[config.mk]
export PLATFORM = sky130hd
export DESIGN_NAME = rr_arbiter_4ch_flat
export DESIGN_NICKNAME = d
export VERILOG_FILES = /design/src/rtl/rr_arbiter_4ch_pkg.sv /design/src/rtl/rr_arbiter_4ch_if.sv /design/src/rtl/rr_arbiter_4ch_pick.sv /design/src/rtl/rr_arbiter_4ch.sv /design/src/flat_wrapper.sv
export SDC_FILE = /design/constraint.sdc
export NUM_CORES = 1
export LEC_CHECK = 0
export ABC_AREA = 0
export BUFFER_PORTS_ARGS = -buffer_cell sky130_fd_sc_hd__buf_2
export CORE_MARGIN = 3
export CORE_UTILIZATION = 53
export DETAILED_ROUTE_END_ITERATION = 16
export PLACE_DENSITY = 0.79
export SYNTH_ARGS = -nofsm -noshare
export SYNTH_HDL_FRONTEND = slang
export SYNTH_HIERARCHICAL = 1
export SYNTH_SLANG_ARGS = --single-unit
[constraint.sdc]
create_clock -name clk -period 2.51 [get_ports clk]
set_input_delay 0.251 -clock clk [delete_from_list [all_inputs] [get_ports clk]]
set_output_delay 0.251 -clock clk [all_outputs]
set_load 0.01 [all_outputs]
[src/rtl/rr_arbiter_4ch_pkg.sv]
// Shared types and helpers for the 4-channel round-robin burst arbiter.
// Optional fixed-priority build: define RR_ARBITER_FIXED_PRIO_EN.
package rr_arb_pkg;

    localparam int NUM_CH = 4;
    localparam int SEL_W  = 2;

    typedef enum logic {
        IDLE,
        BUSY
    } state_e;

    function automatic logic [NUM_CH-1:0] onehot4(input logic [SEL_W-1:0] sel);
        logic [NUM_CH-1:0] oh;
        oh = 4'b0001 << sel;
        return oh;
    endfunction

endpackage

[src/rtl/rr_arbiter_4ch_if.sv]
// Request/select/handshake bundle between requesters, arbiter and mux consumer.
// master = arbiter side, slave = requester/consumer side.
interface rr_arbiter_4ch_if;
    import rr_arb_pkg::*;

    logic [NUM_CH-1:0] req;
    logic              out_ready;
    logic [SEL_W-1:0]  sel;
    logic [NUM_CH-1:0] grant;
    logic              out_valid;
    logic              out_last;

    modport master (
        input  req,
        input  out_ready,
        output sel,
        output grant,
        output out_valid,
        output out_last
    );

    modport slave (
        output req,
        output out_ready,
        input  sel,
        input  grant,
        input  out_valid,
        input  out_last
    );

endinterface

[src/rtl/rr_arbiter_4ch_pick.sv]
// Combinational rotating-priority picker: first set req bit at ptr, ptr+1, ...
// Used by rr_arbiter_4ch (see RR_ARBITER_FIXED_PRIO_EN there).
module rr_pick4
    import rr_arb_pkg::*;
(
    input  logic [NUM_CH-1:0] req,
    input  logic [SEL_W-1:0]  ptr,
    output logic [SEL_W-1:0]  winner,
    output logic              any
);

    logic [SEL_W-1:0] idx;

    // Scan farthest offset first so the closest requester overwrites last.
    always_comb begin
        winner = '0;
        idx    = '0;
        for (int k = NUM_CH - 1; k >= 0; k--) begin
            idx = ptr + SEL_W'(k);
            if (req[idx]) begin
                winner = idx;
            end
        end
    end

    assign any = |req;

endmodule

[src/rtl/rr_arbiter_4ch.sv]
// Round-robin 4-channel burst arbiter driving the mux select with valid/ready.
// Define RR_ARBITER_FIXED_PRIO_EN to pin the pointer at 0 (fixed priority).
module rr_arbiter_4ch
    import rr_arb_pkg::*;
#(
    parameter int BURST_MAX = 4,
    parameter int CNT_W     = 4
) (
    input  logic              clk,
    input  logic              rst_n,
    rr_arbiter_4ch_if.master  bus
);

    localparam logic [CNT_W-1:0] CNT_LAST  = CNT_W'(BURST_MAX - 1);
    localparam logic             LAST_INIT = (BURST_MAX == 1);

    state_e            state_q;
    logic [SEL_W-1:0]  sel_q;
    logic [SEL_W-1:0]  ptr_q;
    logic [NUM_CH-1:0] grant_q;
    logic              valid_q;
    logic              last_q;
    logic [CNT_W-1:0]  cnt_q;

    logic              xfer;
    logic              rel;
    logic [SEL_W-1:0]  ptr_rel;
    logic [SEL_W-1:0]  pick_ptr;
    logic [SEL_W-1:0]  winner;
    logic              any;

`ifdef RR_ARBITER_FIXED_PRIO_EN
    assign ptr_rel = '0;
`else
    assign ptr_rel = sel_q + SEL_W'(1);
`endif

    assign xfer = valid_q && bus.out_ready;

    // A dropped request releases even without a transfer (abort).
    assign rel = valid_q
              && (!bus.req[sel_q] || (bus.out_ready && cnt_q == CNT_LAST));

    assign pick_ptr = rel ? ptr_rel : ptr_q;

    rr_pick4 u_pick (
        .req    (bus.req),
        .ptr    (pick_ptr),
        .winner (winner),
        .any    (any)
    );

    always_ff @(posedge clk or negedge rst_n) begin
        if (!rst_n) begin
            state_q <= IDLE;
            sel_q   <= '0;
            ptr_q   <= '0;
            grant_q <= '0;
            valid_q <= 1'b0;
            last_q  <= 1'b0;
            cnt_q   <= '0;
        end else begin
            unique case (state_q)
                IDLE: begin
                    if (any) begin
                        state_q <= BUSY;
                        sel_q   <= winner;
                        grant_q <= onehot4(winner);
                        valid_q <= 1'b1;
                        cnt_q   <= '0;
                        last_q  <= LAST_INIT;
                    end
                end
                BUSY: begin
                    if (rel) begin
                        ptr_q <= ptr_rel;
                        if (any) begin
                            sel_q   <= winner;
                            grant_q <= onehot4(winner);
                            valid_q <= 1'b1;
                            cnt_q   <= '0;
                            last_q  <= LAST_INIT;
                        end else begin
                            state_q <= IDLE;
                            grant_q <= '0;
                            valid_q <= 1'b0;
                            cnt_q   <= '0;
                            last_q  <= 1'b0;
                        end
                    end else if (xfer) begin
                        cnt_q  <= cnt_q + CNT_W'(1);
                        last_q <= (cnt_q + CNT_W'(1)) == CNT_LAST;
                    end
                end
                default: state_q <= IDLE;
            endcase
        end
    end

    assign bus.sel       = sel_q;
    assign bus.grant     = grant_q;
    assign bus.out_valid = valid_q;
    assign bus.out_last  = last_q;

endmodule
[src/flat_wrapper.sv]
// flat-port wrapper written by rule: the top's interface ports become plain ports
module rr_arbiter_4ch_flat import rr_arb_pkg::*;
#(
    parameter int BURST_MAX = 4,
    parameter int CNT_W     = 4
)
  (clk, rst_n, bus_req, bus_out_ready, bus_sel, bus_grant, bus_out_valid, bus_out_last);
  rr_arbiter_4ch_if bus_i ();
  input  logic clk;
  input  logic rst_n;
  input wire logic [$bits(bus_i.req)-1:0] bus_req;
  input wire logic [$bits(bus_i.out_ready)-1:0] bus_out_ready;
  output wire logic [$bits(bus_i.sel)-1:0] bus_sel;
  output wire logic [$bits(bus_i.grant)-1:0] bus_grant;
  output wire logic [$bits(bus_i.out_valid)-1:0] bus_out_valid;
  output wire logic [$bits(bus_i.out_last)-1:0] bus_out_last;
  assign bus_i.req = bus_req;
  assign bus_i.out_ready = bus_out_ready;
  assign bus_sel = bus_i.sel;
  assign bus_grant = bus_i.grant;
  assign bus_out_valid = bus_i.out_valid;
  assign bus_out_last = bus_i.out_last;
  rr_arbiter_4ch #(.BURST_MAX(BURST_MAX), .CNT_W(CNT_W)) u_core (.clk(clk), .rst_n(rst_n), .bus(bus_i));
endmodule
After elaboration in Yosys (flattened, before gate mapping):

Cells that the tools add are included.

* equality and inequality tests: 5
* muxes and demuxes: 36
* shift operators: 1
* $add $sub $neg: 5
* reductions and logical operators: 8
* bitwise operators: 1
* $lt $le $gt $ge: 5

Operators with widths (number)
* 2-to-1 mux 4 bit: 6
* case mux 4 bit (2 select lines): 2
* less-than comparator 2 x 3 -> 1 bit, second input constant: 5
* 2-to-1 mux 2 bit: 7
* 2-to-1 mux 1 bit: 12
* binary-select mux 1 bit (select 2 bit): 5
* == test 4 x 2 -> 1 bit, second input constant: 2
* case mux 1 bit (2 select lines): 3
* adder 2 x 1 -> 2 bit, second input constant: 2
* adder 2 bit, second input constant: 2
* adder 4 x 1 -> 4 bit, second input constant: 1
* case mux 2 bit (2 select lines): 1
* AND reduction 2 bit: 2
* OR reduction 4 bit: 1
* left shift 1 x 2 -> 4 bit, first input constant: 1
* logical AND 1 bit: 3
* != test 3 bit, second input constant: 1
* != test 2 x 1 -> 1 bit, second input constant: 1
* != test 2 bit, second input constant: 1
* logical NOT 1 bit: 1
* logical OR 1 bit: 1
* NOT 1 bit: 1

* word-level logic and storage cells: 68
* register bits: 15
* input bits: 7
* output and inout bits: 8

Logic depth before layout (Yosys ltp):

* word-level depth: 17
* depth in mapped cells: 10
* depth with buffers taken out: 10

Cells and area by module:

The synthesis kept the hierarchy.

By module, submodules not included
* rr_arbiter_4ch: seq. area each 375.4 um^2, cells each 73, times used 1, area an instance 817.0 um^2
* rr_pick4: seq. area each 0.0 um^2, cells each 13, times used 1, area an instance 77.6 um^2

Worst setup path after synthesis:

OpenSTA, ideal clock, no wires.

* path kind: register -> register
* start: register u_core.sel_q[0], in the netlist u_core/bus.sel[0]
* end: register u_core.grant_q[0], in the netlist u_core/bus.grant[0]
* setup time: 78 ps
* cell stages (with the launch flop): 10
* buffers on the path: 0
* arrival time: 2266 ps
* slack: 166 ps
* cells stage by stage: dfrtp_1 > mux2_2 > o22ai_4 > nor2_2 > mux2_2 > nand2b_1 > a21oi_1 > a211oi_2 > or2_2 > o2bb2ai_1

* longest elaborated chain between the ends: 17
* elaborated cells on any way between the ends: 29

Ends and longest elaborated chain
* from (decl): line rr_arbiter_4ch.sv:18 `logic [SEL_W-1:0] sel_q;`
* from (signal assigned): line rr_arbiter_4ch.sv:67 `sel_q <= winner;`
* from (signal assigned): line rr_arbiter_4ch.sv:78 `sel_q <= winner;`
* binary-select mux 1 bit (select 2 bit): line rr_arbiter_4ch.sv:42 `&& (!bus.req[sel_q] || (bus.out_ready && cnt_q == CNT_LAST));`
* 2-to-1 mux 1 bit (implied by the code): line rr_arbiter_4ch.sv:42
* logical NOT 1 bit: line rr_arbiter_4ch.sv:42
* logical OR 1 bit: line rr_arbiter_4ch.sv:42
* logical AND 1 bit: line rr_arbiter_4ch.sv:42
* 2-to-1 mux 2 bit (*)
* named net u_core.pick_ptr[1]: line rr_arbiter_4ch.sv:28 `logic [SEL_W-1:0] pick_ptr;`
* adder 2 bit: line rr_arbiter_4ch_pick.sv:19 `idx = ptr + SEL_W'(k);`
* binary-select mux 1 bit (select 2 bit): line rr_arbiter_4ch_pick.sv:20 `if (req[idx]) begin`
* 2-to-1 mux 1 bit (implied by the code): line rr_arbiter_4ch_pick.sv:20
* 2-to-1 mux 2 bit (3 in series): line rr_arbiter_4ch_pick.sv:20
* 2-to-1 mux 2 bit (*): line rr_arbiter_4ch_pick.sv:20
* named net u_core.winner[0]: line rr_arbiter_4ch.sv:29 `logic [SEL_W-1:0] winner;`
* left shift 1 x 2 -> 4 bit (*): line rr_arbiter_4ch_pkg.sv:15 `oh = 4'b0001 << sel;`
* 2-to-1 mux 4 bit: line rr_arbiter_4ch.sv:77 `if (any) begin`
* 2-to-1 mux 4 bit: line rr_arbiter_4ch.sv:75 `if (rel) begin`
* case mux 4 bit (2 select lines) (*): line rr_arbiter_4ch.sv:63 `unique case (state_q)`
* to (signal assigned): line rr_arbiter_4ch.sv:68 `grant_q <= onehot4(winner);`
* to (signal assigned): line rr_arbiter_4ch.sv:79 `grant_q <= onehot4(winner);`
* to (decl): line rr_arbiter_4ch.sv:20 `logic [NUM_CH-1:0] grant_q;`

Mark *: on every way through the listed nets, which the timed path passes. The rest lies on a longest branch. The select of a mux whose other input is x is not followed.
A chain may end at the register's enable or synchronous reset.

Final worst setup path:

* start: register u_core.cnt_q[0]
* end: register u_core.grant_q[0], in the netlist u_core/bus.grant[0]

* longest elaborated chain between the ends: 16
* elaborated cells on any way between the ends: 27

Ends and longest elaborated chain
* from (decl): line rr_arbiter_4ch.sv:23 `logic [CNT_W-1:0] cnt_q;`
* from (signal assigned): line rr_arbiter_4ch.sv:91 `cnt_q <= cnt_q + CNT_W'(1);`
* == test 4 x 2 -> 1 bit (*): line rr_arbiter_4ch.sv:42
* logical AND 1 bit (*): line rr_arbiter_4ch.sv:42
* logical OR 1 bit (*): line rr_arbiter_4ch.sv:42
* logical AND 1 bit (*): line rr_arbiter_4ch.sv:42
* 2-to-1 mux 2 bit (*)
* named net u_core.pick_ptr[0]: line rr_arbiter_4ch.sv:28
* adder 2 bit: line rr_arbiter_4ch_pick.sv:19
* binary-select mux 1 bit (select 2 bit): line rr_arbiter_4ch_pick.sv:20
* 2-to-1 mux 1 bit (implied by the code): line rr_arbiter_4ch_pick.sv:20
* 2-to-1 mux 2 bit (3 in series): line rr_arbiter_4ch_pick.sv:20
* 2-to-1 mux 2 bit (*): line rr_arbiter_4ch_pick.sv:20
* named net u_core.winner[1]: line rr_arbiter_4ch.sv:29
* left shift 1 x 2 -> 4 bit (*): line rr_arbiter_4ch_pkg.sv:15
* 2-to-1 mux 4 bit: line rr_arbiter_4ch.sv:77
* 2-to-1 mux 4 bit: line rr_arbiter_4ch.sv:75
* case mux 4 bit (2 select lines) (*): line rr_arbiter_4ch.sv:63

Marks and branches as above.

==> reports/qor.yml <==
outcome:
  outcome: "finished, final reports clean"
synthesis:
  most_instantiated_flip_flop_cell_in_the_synthesis_netlist: "dfrtp_1"
  synth-async-reset-ratio_pct: 100
  netlist_instances: 86
  synth_top_cells_by_area: "dfrtp_1 42%, mux2_2 6.3%, o2bb2ai_1 3.9%, nand2b_1 3.5%, mux2i_1 3.4%"
  synth.net_count: 95
  share_of_yosys_cell_area_claimed_by_the_top_area_cell_type_pct: 42.0
  post_synth.cell_area_avg_um2: 10.4
  synth_edf_count: 0
  synth.ff_latch_count: 15
  sequential_cell_area_fraction_in_the_yosys_report_pct: 42.0
  synth_cell_type_count: 32
  syn-cell-area_um2: 895
  synth.yosys.warnings: 6
  synth_largest_area_cell: "dfrtp_1"
cts:
  clk_pin_slew_ps: 100
  tritoncts_num_sinks: 15
  insertion_delay_ps: 290
  cts_buffers: 3
  cts_root_buf: "clkbuf_4"
  cts-htree-levels: 1
  clk_path_buf_depth: 2
  cts_tree: "done"
place:
  portBuffers: 14
  place.detailed.hpwl_mm: 1.31
  pre_cts_ws_ps: 78.4
  finalWeightedCongestion: 0.813
  count_of_placed_standard_cells_including_taps: 118
  postPlaceCellArea_um2: 1000
flow_run:
  max_cap_viol_count: 0
drt:
  dr.first_iter.drc_count: 31
  wire_per_inst_um: 14.6
  drt-pass1-iter-count: 4
  routed-via-count: 737
  final_antenna_net_count: 0
  route.detailed.drc: 0
  viasPerCell: 5.94
  routed_wire_length_mm: 1.82
layout:
  instances_no_fill: 124
  antenna_cells_inserted: 0
  area_delta_synth_final_pct: 19.4
  postLayoutCellArea_um2: 1070
  final_nets: 118
  final_layout_size_suffix_gt1_share_pct: 38.9
  core_occupancy_in_the_finished_layout_pct: 69.3
sta:
  timing.clock.skew_ps: 3.38
  final_max_slew_viol_count: 0
  maxSlewHeadroom_pct: 71.1
  timing.setup.tns_ps: 0
  clock.fmax_ghz: 0.428
  worst_slack_ps: 172
  timing.final.crit_period_ps: 2340
  finalCritPeriodShare_pct: 93.1
  pin_slew_with_the_least_headroom_to_its_limit_ps: 433
  rsz0062_at_grt: "no"
  hold_ws_ps: 352
  report.final.setup_viol: 0
  hold_violations: 0
global_routing:
  grt_overflow_total: 0
  pin_count_of_the_biggest_net_entering_global_routing: 16
  grt_antenna_before_repair: 0
  grt_pass1_wl_mm: 2.79
  grtUsageTotal_pct: 18.5
  number_of_global_route_vias_before_repair: 620
floorplan:
  rows: 14
  core-area_um2: 1540
  floorplan.io_pins: 15
  initial_utilization_pct: 58.0
  die-height_um: 47.1
  floorplan.die_area_um2: 2220
  die_span_in_x_um: 47.1
power:
  power_per_cell_area_nw_per_um2: 1200
  leakage_nw: 0.499
  total_power_mw: 1.28
  vdd_ir_drop_max_v: 0.000611
setup_path:
  timing.critical_path.to_type: "register"
  cp.arrival_ps: 2560
  worst-endpoint-required_ps: 2730
  worstSetupPathType: "register to register"
  cp_startpoint_kind: "register"
  worst-path-max-fanout: 5
min_path:
  worst_hold_path_type: "input port to register"
cell type report:
| class | instances | area, um2 |
|---|---|---|
| clock buffers | 3 | 22.5 |
| inverters | 4 | 15.0 |
| flip-flops and latches | 15 | 377 |
| well taps | 16 | 20.0 |
| fillers | 113 | 473 |
| multi-input cells | 67 | 527 |
| clock inverters | 1 | 5.00 |
| repair buffers | 18 | 103 |
metal layers:
metal	vias up	global-route usage [%]	routed length [um]
met5	-	0	0
met4	0	9.94	31
met3	4	3.45	105
met2	24	25.5	789
met1	346	27.1	889
li1	363	-	-
where the power goes:
group          internal [mW]  switching (mW)  total (mW)
sequential             0.327          0.0768       0.404
clock                 0.0592          0.0853       0.145
combinational          0.365           0.369       0.734
total                  0.751           0.531        1.28
cell usage in the layout (no fill, tap or decap), types with 3 or more instances in the layout:
cell type	instances
nor2_1	7
dfrtp_1	14
o2bb2ai_1	4
o22ai_1	3
mux2_2	4
inv_1	4
nand3_1	3
clkbuf_4	3
buf_4	3
buf_2	14
nand2_1	7
nand2b_1	5
path summary, 6_finish.rpt:
path / start / to / slack [ps] / cells past startpoint
worst min register to register: u_core/bus.grant[2] / u_core/bus.grant[2] / 500 / 1
worst min-delay path: bus_req[0] / u_core/bus.grant[3] / 350 / 4
max in group asynchronous: rst_n / u_core/bus.sel[0] / 1850 / 2
min in group asynchronous: rst_n / u_core/cnt_q[2] / 380 / 2
worst max register to register: u_core/cnt_q[0] / u_core/bus.grant[0] / 170 / 10
worst max-delay path: u_core/cnt_q[0] / u_core/bus.grant[0] / 170 / 10
synthesized netlist by cell type (2+ instances only):
| master | instances |
|---|---|
| o2bb2ai_1 | 4 |
| ha_1 | 2 |
| mux2i_1 | 3 |
| nand2b_1 | 5 |
| nand3_1 | 3 |
| dfrtp_1 | 15 |
| a211oi_1 | 2 |
| o22ai_1 | 3 |
| nand2_1 | 7 |
| a21oi_1 | 2 |
| or2_2 | 2 |
| nor3_1 | 2 |
| o21ai_2 | 2 |
| nor2_1 | 8 |
| inv_1 | 4 |
| a32o_1 | 2 |
| mux2_2 | 5 |
cell families after synthesis:
logic type,after synthesis,share of synthesized area (%)
buf+inv,4,1.68
mux,10,12.6
compound gates,22,21.8
xor+xnor,2,1.96
simple gates,31,17.2
fa+ha+maj,2,2.80
flops,15,42.0
sequential cells by signal (all words and copies together) (netlist names):
register	count
u_core/bus.out_last	1
u_core/state_q	1
u_core/bus.grant	4
u_core/cnt_q	4
u_core/ptr_q	2
u_core/bus.out_valid	1
u_core/bus.sel	2
what timing repair did:
action                                  in CTS  in global routing
hold buffers                                 1                  0
resized for setup                            0                  7
hold endpoints to repair                    15                  0
setup buffers                                0                  1
endpoints found under the setup margin       0                  5
worst max-delay path, stage by stage (launching register included):
cell and delay [ps]:
dfrtp_1 420, ha_2 230, nand2b_1 120, nor3_2 70
nor2_2 210, mux2i_2 340, nand2b_1 110, a211oi_2 270
nor2_2 80, or2_2 280, o2bb2ai_1 140
No activity file was read; power rests on OpenSTA's default activity.
